### config.mk
export PLATFORM = sky130hd
export DESIGN_NAME = fq_generate_flat
export DESIGN_NICKNAME = d
export VERILOG_FILES = /design/src/rtl/fq_generate_if.sv /design/src/rtl/fq_generate.sv /design/src/flat_wrapper.sv
export SDC_FILE = /design/constraint.sdc
export NUM_CORES = 1
export LEC_CHECK = 0
export ABC_AREA = 1
export BUFFER_PORTS_ARGS = -buffer_cell sky130_fd_sc_hd__buf_2
export CORE_MARGIN = 10
export CORE_UTILIZATION = 32
export CTS_CLUSTER_SIZE = 16
export DETAILED_ROUTE_END_ITERATION = 12
export SYNTH_ARGS = -nofsm -noshare
export SYNTH_HDL_FRONTEND = slang
export SYNTH_SLANG_ARGS = --single-unit
### constraint.sdc
create_clock -name Clock -period 2 [get_ports Clock]
set_clock_uncertainty 0.05 [all_clocks]
set_input_delay 0 -clock Clock [delete_from_list [all_inputs] [get_ports Clock]]
set_output_delay 0 -clock Clock [all_outputs]
set_load 0.05 [all_outputs]
### src/rtl/fq_generate_if.sv
// rtl/fq_generate_if.sv - frequency request handshake and status bundle
// Ports:
//   set_freq     requested frequency in Hz
//   set_valid    request strobe
//   set_ready    generator can take a request
//   set_err      last request was out of range (sticky)
//   current_freq last frequency actually applied
interface fq_generate_if;
    logic [31:0] set_freq;
    logic        set_valid;
    logic        set_ready;
    logic        set_err;
    logic [31:0] current_freq;

    modport master (
        output set_freq, set_valid,
        input  set_ready, set_err, current_freq
    );

    modport slave (
        input  set_freq, set_valid,
        output set_ready, set_err, current_freq
    );
endinterface

### src/rtl/fq_generate.sv
// rtl/fq_generate.sv - programmable square-wave generator driven by a phase accumulator
// Ports:
//   Clock    reference clock (REF_FREQ Hz), rising edge
//   Reset    synchronous, active-high
//   bus      request/status bundle (slave side)
//   freq_out registered accumulator MSB, the generated square wave
module fq_generate #(
    parameter int REF_FREQ = 1000000,
    parameter int ACC_W    = 32
) (
    input  logic          Clock,
    input  logic          Reset,
    fq_generate_if.slave  bus,
    output logic          freq_out
);

    // Remainder never reaches REF_FREQ, so one spare bit holds the shifted value.
    localparam int REM_W = $clog2(REF_FREQ) + 1;
    localparam int CNT_W = $clog2(ACC_W + 1);

    localparam logic [31:0]      HALF_FREQ = 32'(REF_FREQ / 2);
    localparam logic [REM_W:0]   REF_CMP   = (REM_W + 1)'(REF_FREQ);
    localparam logic [CNT_W-1:0] LAST_IT   = CNT_W'(ACC_W - 1);

    typedef enum logic [1:0] {
        IDLE   = 2'd0,
        DIVIDE = 2'd1,
        APPLY  = 2'd2
    } state_t;

    state_t state, state_next;

    logic [ACC_W-1:0] acc;
    logic [ACC_W-1:0] inc_q;
    logic [ACC_W-1:0] quo;
    logic [REM_W-1:0] rem;
    logic [CNT_W-1:0] cnt;
    logic [31:0]      target;
    logic             err_q;
    logic [31:0]      cur_q;

    logic             accept;
    logic             in_range;
    logic [REM_W:0]   rem_sh;
    logic             take;
    logic [REM_W-1:0] rem_next;

    assign accept   = bus.set_valid && bus.set_ready;
    assign in_range = (bus.set_freq <= HALF_FREQ);

    // One restoring-division step per DIVIDE cycle.
    assign rem_sh   = {rem, 1'b0};
    assign take     = (rem_sh >= REF_CMP);
    assign rem_next = take ? REM_W'(rem_sh - REF_CMP) : REM_W'(rem_sh);

    always_ff @(posedge Clock) begin
        if (Reset) begin
            state <= IDLE;
        end else begin
            state <= state_next;
        end
    end

    always_comb begin
        state_next = state;
        case (state)
            IDLE:    if (accept && in_range) state_next = DIVIDE;
            DIVIDE:  if (cnt == LAST_IT)     state_next = APPLY;
            APPLY:   state_next = IDLE;
            default: state_next = IDLE;
        endcase
    end

    always_comb begin
        bus.set_ready    = (state == IDLE);
        bus.set_err      = err_q;
        bus.current_freq = cur_q;
    end

    always_ff @(posedge Clock) begin
        if (Reset) begin
            acc      <= '0;
            inc_q    <= '0;
            quo      <= '0;
            rem      <= '0;
            cnt      <= '0;
            target   <= '0;
            err_q    <= 1'b0;
            cur_q    <= '0;
            freq_out <= 1'b0;
        end else begin
            // The old increment keeps running through DIVIDE so the output
            // stays clean until the new setting lands in APPLY.
            acc      <= acc + inc_q;
            freq_out <= acc[ACC_W-1];
            case (state)
                IDLE: begin
                    if (accept) begin
                        if (in_range) begin
                            err_q  <= 1'b0;
                            target <= bus.set_freq;
                            rem    <= REM_W'(bus.set_freq);
                            quo    <= '0;
                            cnt    <= '0;
                        end else begin
                            err_q  <= 1'b1;
                        end
                    end
                end
                DIVIDE: begin
                    rem <= rem_next;
                    quo <= {quo[ACC_W-2:0], take};
                    cnt <= cnt + 1'b1;
                end
                APPLY: begin
                    inc_q <= quo;
                    acc   <= '0;
                    cur_q <= target;
                end
                default: ;
            endcase
        end
    end

endmodule
### src/flat_wrapper.sv
// flat-port wrapper written by rule: the top's interface ports become plain ports
module fq_generate_flat 
#(
    parameter int REF_FREQ = 1000000,
    parameter int ACC_W    = 32
)
  (Clock, Reset, freq_out, bus_set_freq, bus_set_valid, bus_set_ready, bus_set_err, bus_current_freq);
  fq_generate_if bus_i ();
  input  logic Clock;
  input  logic Reset;
  output logic freq_out;
  input wire logic [$bits(bus_i.set_freq)-1:0] bus_set_freq;
  input wire logic [$bits(bus_i.set_valid)-1:0] bus_set_valid;
  output wire logic [$bits(bus_i.set_ready)-1:0] bus_set_ready;
  output wire logic [$bits(bus_i.set_err)-1:0] bus_set_err;
  output wire logic [$bits(bus_i.current_freq)-1:0] bus_current_freq;
  assign bus_i.set_freq = bus_set_freq;
  assign bus_i.set_valid = bus_set_valid;
  assign bus_set_ready = bus_i.set_ready;
  assign bus_set_err = bus_i.set_err;
  assign bus_current_freq = bus_i.current_freq;
  fq_generate #(.REF_FREQ(REF_FREQ), .ACC_W(ACC_W)) u_core (.Clock(Clock), .Reset(Reset), .bus(bus_i), .freq_out(freq_out));
endmodule
==> results.py <==
metrics = {
    "global_route": {
        "grt_max_degree": 85,
        "antenna_found_initial": 0,
        "grt_pass1_vias": 8386,
        "overflow": 0,
        "use_met1_pct": 16.39,
        "grt-busiest-layer": "met2",
        "grt_use_total_pct": 13.07,
        "grt_pass1_wl_um": 40120,
        "grt_use_met3_pct": 2.394,
        "grtUsageMet2_pct": 22.17,
    },
    "sta": {
        "period_share_pct": 95.58,
        "setup_viol": 0,
        "finalMaxSlewViolations": 0,
        "relSlewSlack_pct": 49.17,
        "fmax_mhz": 523.1,
        "rsz0062_at_grt": "yes",
        "whs_ns": 0.1788,
        "hold_viol_final": 0,
        "worst_slack_ns": 0.08843,
        "worst_pin_slew_ns": 0.7617,
        "fin_crit_ns": 1.912,
    },
    "critical_path": {
        "cp-start-kind": "register",
        "cp_max_fo": 5,
        "critPathCaptureType": "register",
        "path_class": "reg -> reg",
        "crit_required_ns": 2.31,
        "reg2reg_depth": 9,
        "worstReg2RegStart": "u_core.inc_q[14]",
        "arrival_ns": 2.22,
        "r2r_end": "u_core.acc[19]",
        "r2r_setup_slack_ns": 0.09,
    },
    "routing": {
        "vias_per_cell": 4.778,
        "drtIter0Drc": 495,
        "first_pass_iters": 5,
        "postRouteAntennaNets": 0,
        "drc_errors": 0,
        "wirelength_um": 24360,
        "wire_per_inst_um": 13.22,
        "num_vias": 8805,
    },
    "min_path": {
        "holdPathStages": 9,
        "hp-class": "in -> reg",
        "whs_endpoint": "u_core.rem[17]",
        "hp-start": "bus_set_freq[22]",
    },
    "clock_network": {
        "cts_tree": "built",
        "clock_path_buffers": 2,
        "h-tree-depth": 4,
        "cts_root_buf": "clkbuf_16",
        "clock-sinks": 191,
        "clkTransAtPathRegs_ns": 0.07,
        "clock_latency_ns": 0.43,
        "numCtsBuffers": 17,
    },
    "synthesis": {
        "synthCells": 1347,
        "ys_seq_elements": 191,
        "synth_warnings": 0,
        "synth.largest_area_cell": "dfxtp_1",
        "syn_area_sq_um": 9445,
        "syn_area_per_cell_sq_um": 7.012,
        "synth_top_area_share_pct": 40.48,
        "syn-num-nets": 1416,
        "yosysSeqAreaShare_pct": 40.48,
        "synth_area_leaders": "dfxtp_1 40%, nand2_1 12%, nor2_1 9.1%",
        "synth_common_cells": "314 x nand2_1, 230 x nor2_1, 191 x dfxtp_1, 116 x a21oi_1, 110 x inv_1",
        "synthFlopType": "dfxtp_1",
        "yosysMostFrequentCell": "nand2_1",
        "async_reset_ff_share_pct": 0,
        "synth-edff-count": 0,
        "yosysUniqueCellTypes": 45,
    },
    "power": {
        "pwr-share-comb_pct": 3.0,
        "switching_power_mw": 1.778,
        "power.leakage_nw": 5.049,
        "powerDensity_nw_per_um2": 652.5,
        "clkPwrFrac_pct": 46.0,
        "p_int_mw": 5.688,
        "peakVddDrop_mv": 0.5514,
        "seqPwrFrac_pct": 50.9,
        "sw_frac_of_total_pct": 23.81,
    },
    "placed_design": {
        "post-place-ws_ns": -0.09762,
        "place.detailed.hpwl_um": 17150,
        "gp_congestion": 0.9012,
        "placedCellCount": 1778,
        "port-buffer-count": 69,
        "dpl_cell_area_sq_um": 10260,
    },
    "die": {
        "core_area_sq_um": 28940,
        "dieArea_sq_um": 36790,
        "fp.dieH_um": 191.8,
        "boundaryPins": 70,
        "start_util_pct": 32.64,
        "row_count": 62,
        "die_width_um": 191.8,
    },
    "cells_and_area": {
        "drive_gt1_share_pct": 16.52,
        "n_fill_cell": 2990,
        "finalNonFillerCells": 1843,
        "multiInputGateArea_sq_um": 5209,
        "area_delta_synth_final_pct": 21.14,
        "finish.utilization_pct": 39.54,
        "nets": 1516,
        "final-seq-area_sq_um": 3826,
        "final_design_area_no_fill_sq_um": 11440,
        "diodes": 0,
    },
    "job": {
        "max-cap-violations": 0,
    },
    "outcome": {
        "status": "completed",
    },
}
[cell usage in the layout, fill, tap and decap left out, drive strengths merged, types with 9 or more instances in the layout]
cell type	n
nand4	16
clkbuf	18
inv	118
nand3	122
o21bai	9
xor2	10
dlygate4sd3	24
ha	33
nor2	234
buf	107
o21ai	91
dfxtp	191
nand2	319
nor3	9
a21oi	118
[layout make-up]
class	count	area share [%]
clock inverter	13	1.301
timing repair inverter	1	0.04374
tap	384	4.199
inverter	113	3.762
timing repair buffer	131	7.895
clock buffer	18	3.838
multi-input combinational	992	45.52
sequential	191	33.44
[power groups by stage]
stage | clock network, mW | registers (mW) | logic [mW]
floorplan | 0 | 3.90 | 0.101
global placement | 0 | 3.89 | 0.191
detailed placement | 0 | 3.89 | 0.192
CTS | 3.53 | 3.80 | 0.227
global route | 3.68 | 3.80 | 0.250
finish | 3.44 | 3.80 | 0.227
[metal layers]
metal	routed length [um]	vias up
met3	741	22
met1	11520	4079
met5	0	-
met4	320	0
li1	-	4587
met2	11780	117
[critical path, cell delays in order (launching register included)]
cell and delay (ns):
dfxtp_1 0.34, ha_2 0.38, nand2_1 0.12, o21ai_0 0.33, a21oi_1 0.14, buf_4 0.16, buf_4 0.12, nand2_1 0.05
nand2_1 0.04, a21oi_1 0.10
[registers in the layout (all words and copies together), names as in the netlist]
| name | count |
|---|---|
| u_core.acc | 32 |
| u_core.bus.current_freq | 32 |
| u_core.bus.set_err | 1 |
| u_core.cnt | 6 |
| u_core.freq_out | 1 |
| u_core.inc_q | 32 |
| u_core.quo | 32 |
| u_core.rem | 21 |
| u_core.state | 2 |
| u_core.target | 32 |
[through the flow]
step	total power, mW	setup TNS [ns]
finish	7.466	0
detailed placement	4.083	-0.2082
global placement	4.082	-0.1617
global route	7.731	-0.1544
floorplan	3.997	0
CTS	7.553	0
[cells by family after synthesis]
kind of cell               Yosys count  synth area share, %
AOI/OAI and AO/OA                  235                13.72
xor gates and xnor gates            12                1.113
adders and majority gates           34                4.583
buffers and inverters              168                7.657
DFF                                191                40.48
and+or+nand+nor                    707                32.44
[worst max path at each step]
stage	from	end	depth (start not counted)
floorplan	u_core.inc_q[0]	u_core.acc[28]	13
global placement	u_core.inc_q[0]	u_core.acc[30]	14
detailed placement	u_core.inc_q[0]	u_core.acc[30]	14
CTS	u_core.inc_q[2]	u_core.acc[29]	13
global route	u_core.inc_q[14]	u_core.acc[27]	9
finish	u_core.inc_q[14]	u_core.acc[19]	9
[what timing repair did]
action | CTS | global route
gates cloned | 0 | 5
pin swaps | 2 | 10
hold buffers | 24 | 0
gates resized for setup | 5 | 68
endpoints found under the setup margin | 5 | 34
setup buffers | 0 | 5
hold endpoints to repair | 42 | 0
Note: power is estimated with default switching activity, not from simulation.
